**src/rtl/shifter_prefetch_queue_if.sv**
```systemverilog
// Bus bundle between the upstream FIFO, the prefetch queue and the shifter.
// The slave modport is the prefetch queue's view of the bundle.
// The master modport is the environment's view: upstream FIFO plus consumer.
interface shifter_prefetch_queue_if #(
    parameter int DW    = 32,
    parameter int DEPTH = 4
);
    localparam int LW = $clog2(DEPTH + 1);

    logic          flush;
    logic [DW-1:0] fifo_data;
    logic          fifo_valid;
    logic          fifo_empty;
    logic          fifo_rd;
    logic          pref_rd;
    logic [DW-1:0] pref_data;
    logic          pref_valid;
    logic [LW-1:0] level;
    logic          ovf_err;

    modport slave (
        input  flush, fifo_data, fifo_valid, fifo_empty, pref_rd,
        output fifo_rd, pref_data, pref_valid, level, ovf_err
    );

    modport master (
        output flush, fifo_data, fifo_valid, fifo_empty, pref_rd,
        input  fifo_rd, pref_data, pref_valid, level, ovf_err
    );
endinterface

```
**src/rtl/shifter_prefetch_queue.sv**
```systemverilog
// Prefetch queue between an upstream FIFO (1-cycle read latency) and a shifter.
// Reads are issued against a credit of (queued + outstanding) < DEPTH, so the
// queue can never be pushed while full. A flush empties the queue and arms a
// drop counter that swallows reads still in flight.
// Optional feature: define SHIFTER_PREF_BYPASS_EN to let a word arriving into
// an empty queue be presented (and consumed) in its arrival cycle.
module shifter_prefetch_queue #(
    parameter int DW    = 32,
    parameter int DEPTH = 4
) (
    input  logic                    clk,
    input  logic                    rstN,
    shifter_prefetch_queue_if.slave bus
);
    localparam int AW = $clog2(DEPTH);
    localparam int LW = $clog2(DEPTH + 1);

    logic [DW-1:0] mem_q [DEPTH];
    logic [AW-1:0] rd_ptr_q, rd_ptr_d;
    logic [AW-1:0] wr_ptr_q, wr_ptr_d;
    logic [LW-1:0] count_q, count_d;
    logic [LW-1:0] outst_q, outst_d;
    logic [LW-1:0] drop_q, drop_d;
    logic          ovf_q, ovf_d;

    logic [LW:0]   credit_s;
    logic          fifo_rd_s;
    logic          valid_ok_s;
    logic          keep_s;
    logic          q_empty_s;
    logic          bypass_s;
    logic [DW-1:0] byp_data_s;
    logic          pref_valid_s;
    logic [DW-1:0] pref_data_s;
    logic          pop_s;
    logic          deq_s;
    logic          push_s;

    // Read credit and classification of the word returning this cycle
    always_comb begin
        credit_s   = {1'b0, count_q} + {1'b0, outst_q};
        fifo_rd_s  = rstN & ~bus.fifo_empty & ~bus.flush & (credit_s < (LW+1)'(DEPTH));
        valid_ok_s = bus.fifo_valid & (outst_q != {LW{1'b0}});
        keep_s     = valid_ok_s & (drop_q == {LW{1'b0}}) & ~bus.flush;
    end

    // Head-of-queue presentation; the bypass path only exists when enabled
    always_comb begin
        q_empty_s = (count_q == {LW{1'b0}});
`ifdef SHIFTER_PREF_BYPASS_EN
        bypass_s   = rstN & q_empty_s & keep_s;
        byp_data_s = bus.fifo_data;
`else
        bypass_s   = 1'b0;
        byp_data_s = {DW{1'b0}};
`endif
        pref_valid_s = rstN & ~bus.flush & (~q_empty_s | bypass_s);
        if (!pref_valid_s) begin
            pref_data_s = {DW{1'b0}};
        end else if (bypass_s) begin
            pref_data_s = byp_data_s;
        end else begin
            pref_data_s = mem_q[rd_ptr_q];
        end
    end

    // Next state for pointers, count, outstanding/drop tracking and error flag
    always_comb begin
        pop_s  = bus.pref_rd & pref_valid_s;
        deq_s  = pop_s & ~q_empty_s;
        push_s = keep_s & ~(bypass_s & bus.pref_rd);

        rd_ptr_d = rd_ptr_q;
        wr_ptr_d = wr_ptr_q;
        count_d  = count_q;
        drop_d   = drop_q;
        outst_d  = outst_q + LW'(fifo_rd_s) - LW'(valid_ok_s);
        // a return with nothing outstanding is a protocol error, never cleared
        ovf_d    = ovf_q | (bus.fifo_valid & ~valid_ok_s);

        if (bus.flush) begin
            rd_ptr_d = {AW{1'b0}};
            wr_ptr_d = {AW{1'b0}};
            count_d  = {LW{1'b0}};
            // every read not returning right now must be swallowed later
            drop_d   = outst_q - LW'(valid_ok_s);
        end else begin
            if (deq_s) begin
                rd_ptr_d = rd_ptr_q + AW'(1'b1);
            end else begin
                rd_ptr_d = rd_ptr_q;
            end
            if (push_s) begin
                wr_ptr_d = wr_ptr_q + AW'(1'b1);
            end else begin
                wr_ptr_d = wr_ptr_q;
            end
            count_d = count_q + LW'(push_s) - LW'(deq_s);
            if (valid_ok_s && (drop_q != {LW{1'b0}})) begin
                drop_d = drop_q - LW'(1'b1);
            end else begin
                drop_d = drop_q;
            end
        end
    end

    // Control state registers, cleared asynchronously
    always_ff @(posedge clk or negedge rstN) begin
        if (!rstN) begin
            rd_ptr_q <= {AW{1'b0}};
            wr_ptr_q <= {AW{1'b0}};
            count_q  <= {LW{1'b0}};
            outst_q  <= {LW{1'b0}};
            drop_q   <= {LW{1'b0}};
            ovf_q    <= 1'b0;
        end else begin
            rd_ptr_q <= rd_ptr_d;
            wr_ptr_q <= wr_ptr_d;
            count_q  <= count_d;
            outst_q  <= outst_d;
            drop_q   <= drop_d;
            ovf_q    <= ovf_d;
        end
    end

    // Queue storage; entries are only visible through count, so no reset
    always_ff @(posedge clk) begin
        if (push_s) begin
            mem_q[wr_ptr_q] <= bus.fifo_data;
        end
    end

    assign bus.fifo_rd    = fifo_rd_s;
    assign bus.pref_valid = pref_valid_s;
    assign bus.pref_data  = pref_data_s;
    assign bus.level      = count_q;
    assign bus.ovf_err    = ovf_q;
endmodule

```
**src/flat_wrapper.sv**
```systemverilog
// flat-port wrapper written by rule: the top's interface ports become plain ports
module shifter_prefetch_queue_flat 
#(
    parameter int DW    = 32,
    parameter int DEPTH = 4
)
  (clk, rstN, bus_flush, bus_fifo_data, bus_fifo_valid, bus_fifo_empty, bus_pref_rd, bus_fifo_rd, bus_pref_data, bus_pref_valid, bus_level, bus_ovf_err);
  shifter_prefetch_queue_if #(.DW(DW), .DEPTH(DEPTH)) bus_i ();
  input  logic clk;
  input  logic rstN;
  input wire logic [$bits(bus_i.flush)-1:0] bus_flush;
  input wire logic [$bits(bus_i.fifo_data)-1:0] bus_fifo_data;
  input wire logic [$bits(bus_i.fifo_valid)-1:0] bus_fifo_valid;
  input wire logic [$bits(bus_i.fifo_empty)-1:0] bus_fifo_empty;
  input wire logic [$bits(bus_i.pref_rd)-1:0] bus_pref_rd;
  output wire logic [$bits(bus_i.fifo_rd)-1:0] bus_fifo_rd;
  output wire logic [$bits(bus_i.pref_data)-1:0] bus_pref_data;
  output wire logic [$bits(bus_i.pref_valid)-1:0] bus_pref_valid;
  output wire logic [$bits(bus_i.level)-1:0] bus_level;
  output wire logic [$bits(bus_i.ovf_err)-1:0] bus_ovf_err;
  assign bus_i.flush = bus_flush;
  assign bus_i.fifo_data = bus_fifo_data;
  assign bus_i.fifo_valid = bus_fifo_valid;
  assign bus_i.fifo_empty = bus_fifo_empty;
  assign bus_i.pref_rd = bus_pref_rd;
  assign bus_fifo_rd = bus_i.fifo_rd;
  assign bus_pref_data = bus_i.pref_data;
  assign bus_pref_valid = bus_i.pref_valid;
  assign bus_level = bus_i.level;
  assign bus_ovf_err = bus_i.ovf_err;
  shifter_prefetch_queue #(.DW(DW), .DEPTH(DEPTH)) u_core (.clk(clk), .rstN(rstN), .bus(bus_i));
endmodule
```
**config.mk**
```make
export PLATFORM = sky130hd
export DESIGN_NAME = shifter_prefetch_queue_flat
export DESIGN_NICKNAME = d
export VERILOG_FILES = /design/src/rtl/shifter_prefetch_queue_if.sv /design/src/rtl/shifter_prefetch_queue.sv /design/src/flat_wrapper.sv
export SDC_FILE = /design/constraint.sdc
export NUM_CORES = 1
export LEC_CHECK = 0
export CAP_MARGIN = 20
export CORE_UTILIZATION = 30
export CTS_BUF_LIST = sky130_fd_sc_hd__clkbuf_4
export CTS_CLUSTER_DIAMETER = 150
export DETAILED_ROUTE_END_ITERATION = 12
export PLACE_DENSITY = 0.56
export SLEW_MARGIN = 20
export SYNTH_ARGS = -nofsm -noshare
export SYNTH_HDL_FRONTEND = slang
export SYNTH_SLANG_ARGS = --single-unit
```
**constraint.sdc**
```tcl
create_clock -name clk -period 3.2 [get_ports clk]
set_input_delay 0.8 -clock clk [delete_from_list [all_inputs] [get_ports clk]]
set_output_delay 0.8 -clock clk [all_outputs]
set_load 0.005 [all_outputs]
```
======== Word-level counts from Yosys, hierarchy flattened ========
Memories as Yosys holds them, arrays and structs flattened.
Cells that the tools add are included.
operators by class
  $lt $le $gt $ge ......................... 1
  bitwise operators ....................... 16
  add/sub/neg operators ................... 9
  mux-type cells .......................... 10
  reductions and logical operators ........ 8
operators with widths
  cell                                                 number
  two-way mux 32 bit                                   1
  AND 1 bit                                            11
  two-way mux 3 bit                                    3
  subtractor 3 x 1 -> 3 bit                            3
  two-way mux 2 bit                                    4
  adder 3 x 1 -> 3 bit                                 2
  zero test 3 bit                                      2
  nonzero test 2 bit                                   3
  nonzero test 3 bit                                   2
  adder 2 x 1 -> 2 bit (second input constant)         2
  adder 3 x 3 -> 4 bit                                 1
  < comparator 4 x 3 -> 1 bit (second input constant)  1
  NOT 1 bit                                            4
  subtractor 3 x 1 -> 3 bit (second input constant)    1
  two-way mux 1 bit                                    2
  logical AND 1 bit                                    1
  OR 1 bit                                             1
storage, ports and cells
  output and inout port bits .............. 38
  memories kept ........................... 1
  memory bits (writable) .................. 128
  word-level logic and storage cells ...... 51
  bits of input ports ..................... 38
  bits in registers ....................... 14
memories
  memory        words  width  read ports  clocked after Yosys merged registers in  write ports  line                          text
  u_core.mem_q  4      32     1           0                                        1            shifter_prefetch_queue.sv:18  logic [DW-1:0] mem_q [DEPTH];

======== Logic depth before layout (Yosys ltp) ========
  word-level depth ........................ 7
  mapped depth ............................ 10
  depth with buffers taken out ............ 10

======== Worst setup path before layout ========
No wires, ideal clock.
  kind .................................... input to register
  start point ............................. input bus_fifo_valid
  end point ............................... memory u_core.mem_q[0][0] (enable)
  data required time ...................... 2808 ps
  stages on the path ...................... 3
  slack ................................... 770 ps
  setup time .............................. 392 ps
  arrival ................................. 2038 ps
  path buffers ............................ 0
  cell sequence ........................... o31ai_4 -> nor3_1 -> and2_1
between the ends
  cells in the longest elaborated chain, start to end .. 5
RTL lines
  item                                     line                           text
  start: declaration                       flat_wrapper.sv:13             input wire logic [$bits(bus_i.fifo_valid)-1:0] bus_fifo_valid;
  AND 1 bit                                shifter_prefetch_queue.sv:43   valid_ok_s = bus.fifo_valid & (outst_q != {LW{1'b0}});
  AND 1 bit (2 in series)                  shifter_prefetch_queue.sv:44   keep_s = valid_ok_s & (drop_q == {LW{1'b0}}) & ~bus.flush;
  two-way mux 1 bit                        shifter_prefetch_queue.sv:128  if (push_s) begin
  two-way mux 1 bit (not written as such)  shifter_prefetch_queue.sv:129  mem_q[wr_ptr_q] <= bus.fifo_data;
  end: declaration                         shifter_prefetch_queue.sv:18
No other way between the ends.

======== Worst setup path after layout ========
  start point ............................. input rstN
  end point ............................... output bus_pref_data[5]
between the ends
  cells in the longest elaborated chain, start to end .. 3
RTL lines
  item                     line                          text
  start: declaration       flat_wrapper.sv:10            input logic rstN;
  AND 1 bit (2 in series)  shifter_prefetch_queue.sv:57  pref_valid_s = rstN & ~bus.flush & (~q_empty_s | bypass_s);
  two-way mux 32 bit       shifter_prefetch_queue.sv:58  if (!pref_valid_s) begin
  end: declaration         flat_wrapper.sv:17            output wire logic [$bits(bus_i.pref_data)-1:0] bus_pref_data;
No other way between the ends.

==> reports/metrics.csv <==
stage;metric;value;unit
clocking;number of clock sinks seen by CTS;142;
synth;cell types occupying the most area after synthesis;sky130_fd_sc_hd__edfxtp_1, sky130_fd_sc_hd__mux4_2, sky130_fd_sc_hd__dfrtp_1;
clocking;H-tree depth;4;
hold_path;WHS Endpoint;u_core.bus.ovf_err$_DFF_PN0_;
synth;post-synthesis sequential area ratio;72.15;%
cells_and_area;antenna diode count;0;
placed_design;placed instance area;0.007088;mm²
hold_path;type of the most critical hold path;register to register;
clocking;CTS tree;built;
floorplan;Row Count;50;
synth;fraction of synthesized cell area taken by the top area cell type;66.12;%
power;Max IR drop VDD;0.3608;mV
setup_path;CP Max Fanout;14;
timing;final clock period utilization by the worst path;98.14;%
detailed_routing;routed via count;3018;
global_route;initial antenna violation count;2;
placed_design;cell total after placement;642;
floorplan;die extent in y;141.2;µm
timing;actual slew at the worst max-slew pin;0.3374;ns
timing;Clock Skews;0.01334;ns
cells_and_area;Cell Count, Final, Fillers Out;688;
setup_path;r2r startpoint;u_core.outst_q[1]$_DFF_PN0_;
timing;RSZ-0062 raised after global routing;false;
synth;net count after synthesis;354;
outcome;outcome;finished, final reports clean;
synth;synthesized netlist cell count;300;
detailed_routing;mean number of vias per cell;4.387;
synth;post-synthesis register bit count;142;
placed_design;HPWL after detailed placement;7.273;mm
timing;relative max-transition margin;77.51;%
synth;leading area contributor after synthesis;sky130_fd_sc_hd__edfxtp_1;
clocking;TritonCTS Buffers;17;
floorplan;initial standard-cell utilization of the core;30.87;%
clocking;Root Driver;sky130_fd_sc_hd__clkbuf_4;
setup_path;r2r setup slk;0.82;ns
timing;final max-slew violation count;0;
hold_path;hold path cells;1;
cells_and_area;number of fill cells;1714;
clocking;worst-skew pair later-pin latency;0.51;ns
setup_path;worst path arrival time;2.34;ns
synth;leading cell type by number of instances after synthesis;sky130_fd_sc_hd__edfxtp_1;
floorplan;total I/O pin count;76;
setup_path;endpoint of the lowest-slack register-to-register path;u_core.outst_q[2]$_DFF_PN0_;
setup_path;Crit. End Element;output port;
global_route;Overall Global Routing Usage;11.90;%
setup_path;length in cells of the worst reg-to-reg path;10;
timing;final critical delay including setup and external delays;3.140;ns
setup_path;CP Data Required Time;2.40;ns
clocking;number of buffers between clock root and the deepest sink;2;
synth;post-synthesis cell type count;36;
cells_and_area;count of nets after finishing;470;
synth;share of flip-flops with an asynchronous set or reset after synthesis;9.859;%
floorplan;floorplan die area;0.01994;mm²
power;static power due to leakage;2.925;nW
cells_and_area;final std cell area, no fill;0.007609;mm²
synth;top cell types by occurrence after synthesis;sky130_fd_sc_hd__edfxtp_1, sky130_fd_sc_hd__mux4_2, sky130_fd_sc_hd__nor2b_1, sky130_fd_sc_hd__inv_1;
floorplan;area of the placeable core;0.01883;mm²
timing;final setup fails;0;
global_route;largest net degree at the start of global routing;20;
hold_path;Worst Hold Launch;u_core.bus.ovf_err$_DFF_PN0_;
global_route;via count of the first global-routing pass;3140;
synth;number of flops mapped to enable cells by yosys;128;
floorplan;Die Width;141.2;µm
power;Pwr Density;534.1;mW/mm²
cells_and_area;Area Growth Syn to Fin;30.89;%
clocking;# hold bufs at CTS;0;
detailed_routing;WL/cell;16.28;µm
run;# Max-Cap Violations;0;
timing;tightest hold margin;0.4830;ns
global_route;first-pass GRT wire length;17.34;mm
setup_path;Setup crit start kind;input pin;
detailed_routing;number of design rule violations left after detail routing;0;
timing;Max Clock Freq;318.4;MHz
detailed_routing;Total Routed Length;11.20;mm
detailed_routing;ANT nets after route;0;
global_route;Remaining Overflow, GRT;0;
timing;number of hold-slack violations in the final timing report;0;
detailed_routing;drt first pass iters;4;
setup_path;Setup Crit Path Kind;input pin to output port;
synth;most used flip-flop cell after synthesis;sky130_fd_sc_hd__edfxtp_1;
synth;cell area after technology mapping;0.005813;mm²
clocking;clock transition at the registers of the reported paths;0.11;ns
detailed_routing;number of DRC violations after detailed-routing iteration 0;156;
placed_design;GPL Wtd Cong;0.7403;
cells_and_area;layout cell share with drive strength beyond 1;25.93;%
synth;yosys synthesis warning count;0;
synth;syn avg cell area;19.38;µm²
placed_design;count of buffers from port buffering;75;
[how the worst max path moves through the flow]
stage	from	endpoint	slack, ns	depth (start not counted)
finish	rstN	bus_pref_data[5]	0.06	6
detailed placement	rstN	bus_pref_data[0]	-0.19	6
global placement	rstN	bus_pref_data[0]	-0.22	6
global route	u_core.rd_ptr_q[0]$_DFFE_PN0P_	bus_pref_data[4]	0.003	4
CTS	rstN	bus_pref_data[3]	-0.002	6
floorplan	bus_fifo_valid	u_core.mem_q[0][0]$_DFFE_PP_	0.77	3
[what timing repair did]
item                                    CTS  global route
endpoints found under the setup margin   32            18
pin swaps                                 0             0
setup buffers                             2            13
resized for setup                        22            18
cloned                                    0             0
[flip-flops by register name (all words and copies together), names as in the netlist]
| register | flops |
|---|---|
| u_core.bus.ovf_err | 1 |
| u_core.drop_q | 3 |
| u_core.mem_q | 128 |
| u_core.rd_ptr_q | 2 |
| u_core.bus.level | 3 |
| u_core.wr_ptr_q | 2 |
| u_core.outst_q | 3 |
[per-stage QoR]
step	TNS, ns	setup WS, ns	util, %	total power, mW
after floorplan	0	0.7697	-	2.556
after global placement	-3.200	-0.2200	37.64	2.773
after detailed placement	-3.282	-0.1900	37.64	2.795
after CTS	-0.001539	-0.001539	39.52	4.115
after global routing	0	0.002668	40.41	4.267
final	0	0.05959	40.41	4.064
[power breakdown]
| part | leakage (nW) | switching (mW) | internal (mW) | total [mW] |
|---|---|---|---|---|
| Sequential | 1.32 | 0.0788 | 2.10 | 2.18 |
| Combinational | 1.43 | 0.252 | 0.325 | 0.577 |
| Clock | 0.171 | 0.611 | 0.695 | 1.31 |
| Total | 2.93 | 0.942 | 3.12 | 4.06 |
[worst max-delay path, cell delays in order]
cell and delay (ns):
sky130_fd_sc_hd__clkdlybuf4s50_1 0.49, sky130_fd_sc_hd__nor2b_4 0.19, sky130_fd_sc_hd__nand2b_4 0.10, sky130_fd_sc_hd__buf_12 0.16, sky130_fd_sc_hd__nor2b_1 0.10, sky130_fd_sc_hd__clkdlybuf4s50_1 0.50
[cells in the final DEF, fill, tap and decap left out, types with 2 or more instances in the layout]
cell type | netlist | routed
sky130_fd_sc_hd__edfxtp_1 | 128 | 128
sky130_fd_sc_hd__clkdlybuf4s50_1 | 0 | 45
sky130_fd_sc_hd__mux4_2 | 32 | 32
sky130_fd_sc_hd__nor2b_1 | 27 | 21
sky130_fd_sc_hd__buf_4 | 0 | 21
sky130_fd_sc_hd__clkbuf_4 | 0 | 18
sky130_fd_sc_hd__inv_1 | 16 | 16
sky130_fd_sc_hd__dlymetal6s2s_1 | 0 | 16
sky130_fd_sc_hd__ha_1 | 14 | 14
sky130_fd_sc_hd__dlygate4sd2_1 | 0 | 14
sky130_fd_sc_hd__buf_12 | 1 | 13
sky130_fd_sc_hd__dfrtp_1 | 14 | 12
sky130_fd_sc_hd__and2b_1 | 8 | 8
sky130_fd_sc_hd__nor2_1 | 5 | 5
sky130_fd_sc_hd__nor2b_2 | 0 | 5
sky130_fd_sc_hd__bufinv_16 | 0 | 5
sky130_fd_sc_hd__xnor2_1 | 4 | 4
sky130_fd_sc_hd__and2_2 | 0 | 4
sky130_fd_sc_hd__a21oi_1 | 4 | 4
sky130_fd_sc_hd__nand3_1 | 3 | 3
sky130_fd_sc_hd__nor3_1 | 3 | 3
sky130_fd_sc_hd__nand2_1 | 3 | 3
sky130_fd_sc_hd__o21ai_0 | 3 | 3
sky130_fd_sc_hd__clkinv_1 | 0 | 3
sky130_fd_sc_hd__nand2b_1 | 3 | 2
sky130_fd_sc_hd__fa_1 | 2 | 2
sky130_fd_sc_hd__clkinvlp_4 | 0 | 2
sky130_fd_sc_hd__clkinv_2 | 0 | 2
sky130_fd_sc_hd__dfrtp_4 | 0 | 2
[routing by layer]
metal / up-vias / routed length, µm / GRT usage, %
met5: - / 25 / 0
met1: 1540 / 5034 / 14.99
met4: 4 / 87 / 4.634
met3: 11 / 562 / 3.804
li1: 1399 / - / -
met2: 64 / 5490 / 19.07
[logic make-up (layout without fill, tap and decap cells)]
group / after synthesis / after routing / synth area share [%]
flip-flops: 142 / 142 / 72.15
adder cells (fa/ha/maj): 16 / 16 / 3.702
buffers and inverters: 29 / 157 / 2.669
AND/OR/NAND/NOR: 59 / 59 / 6.134
AO/OA/AOI/OAI: 16 / 16 / 2.024
XOR/XNOR: 5 / 5 / 0.7533
multiplexers: 33 / 33 / 12.57
[layout make-up]
cell class / count / area, µm² / area share, %
Sequential cell: 142 / 4202 / 55.22
Multi-Input combinational cell: 129 / 1496 / 19.67
Timing Repair Buffer: 109 / 1191 / 15.66
Tap cell: 260 / 325.3 / 4.276
Clock inverter: 13 / 195.2 / 2.565
Clock buffer: 18 / 135.1 / 1.776
Inverter: 17 / 63.81 / 0.8387
Power figures use the tool's default switching activity.
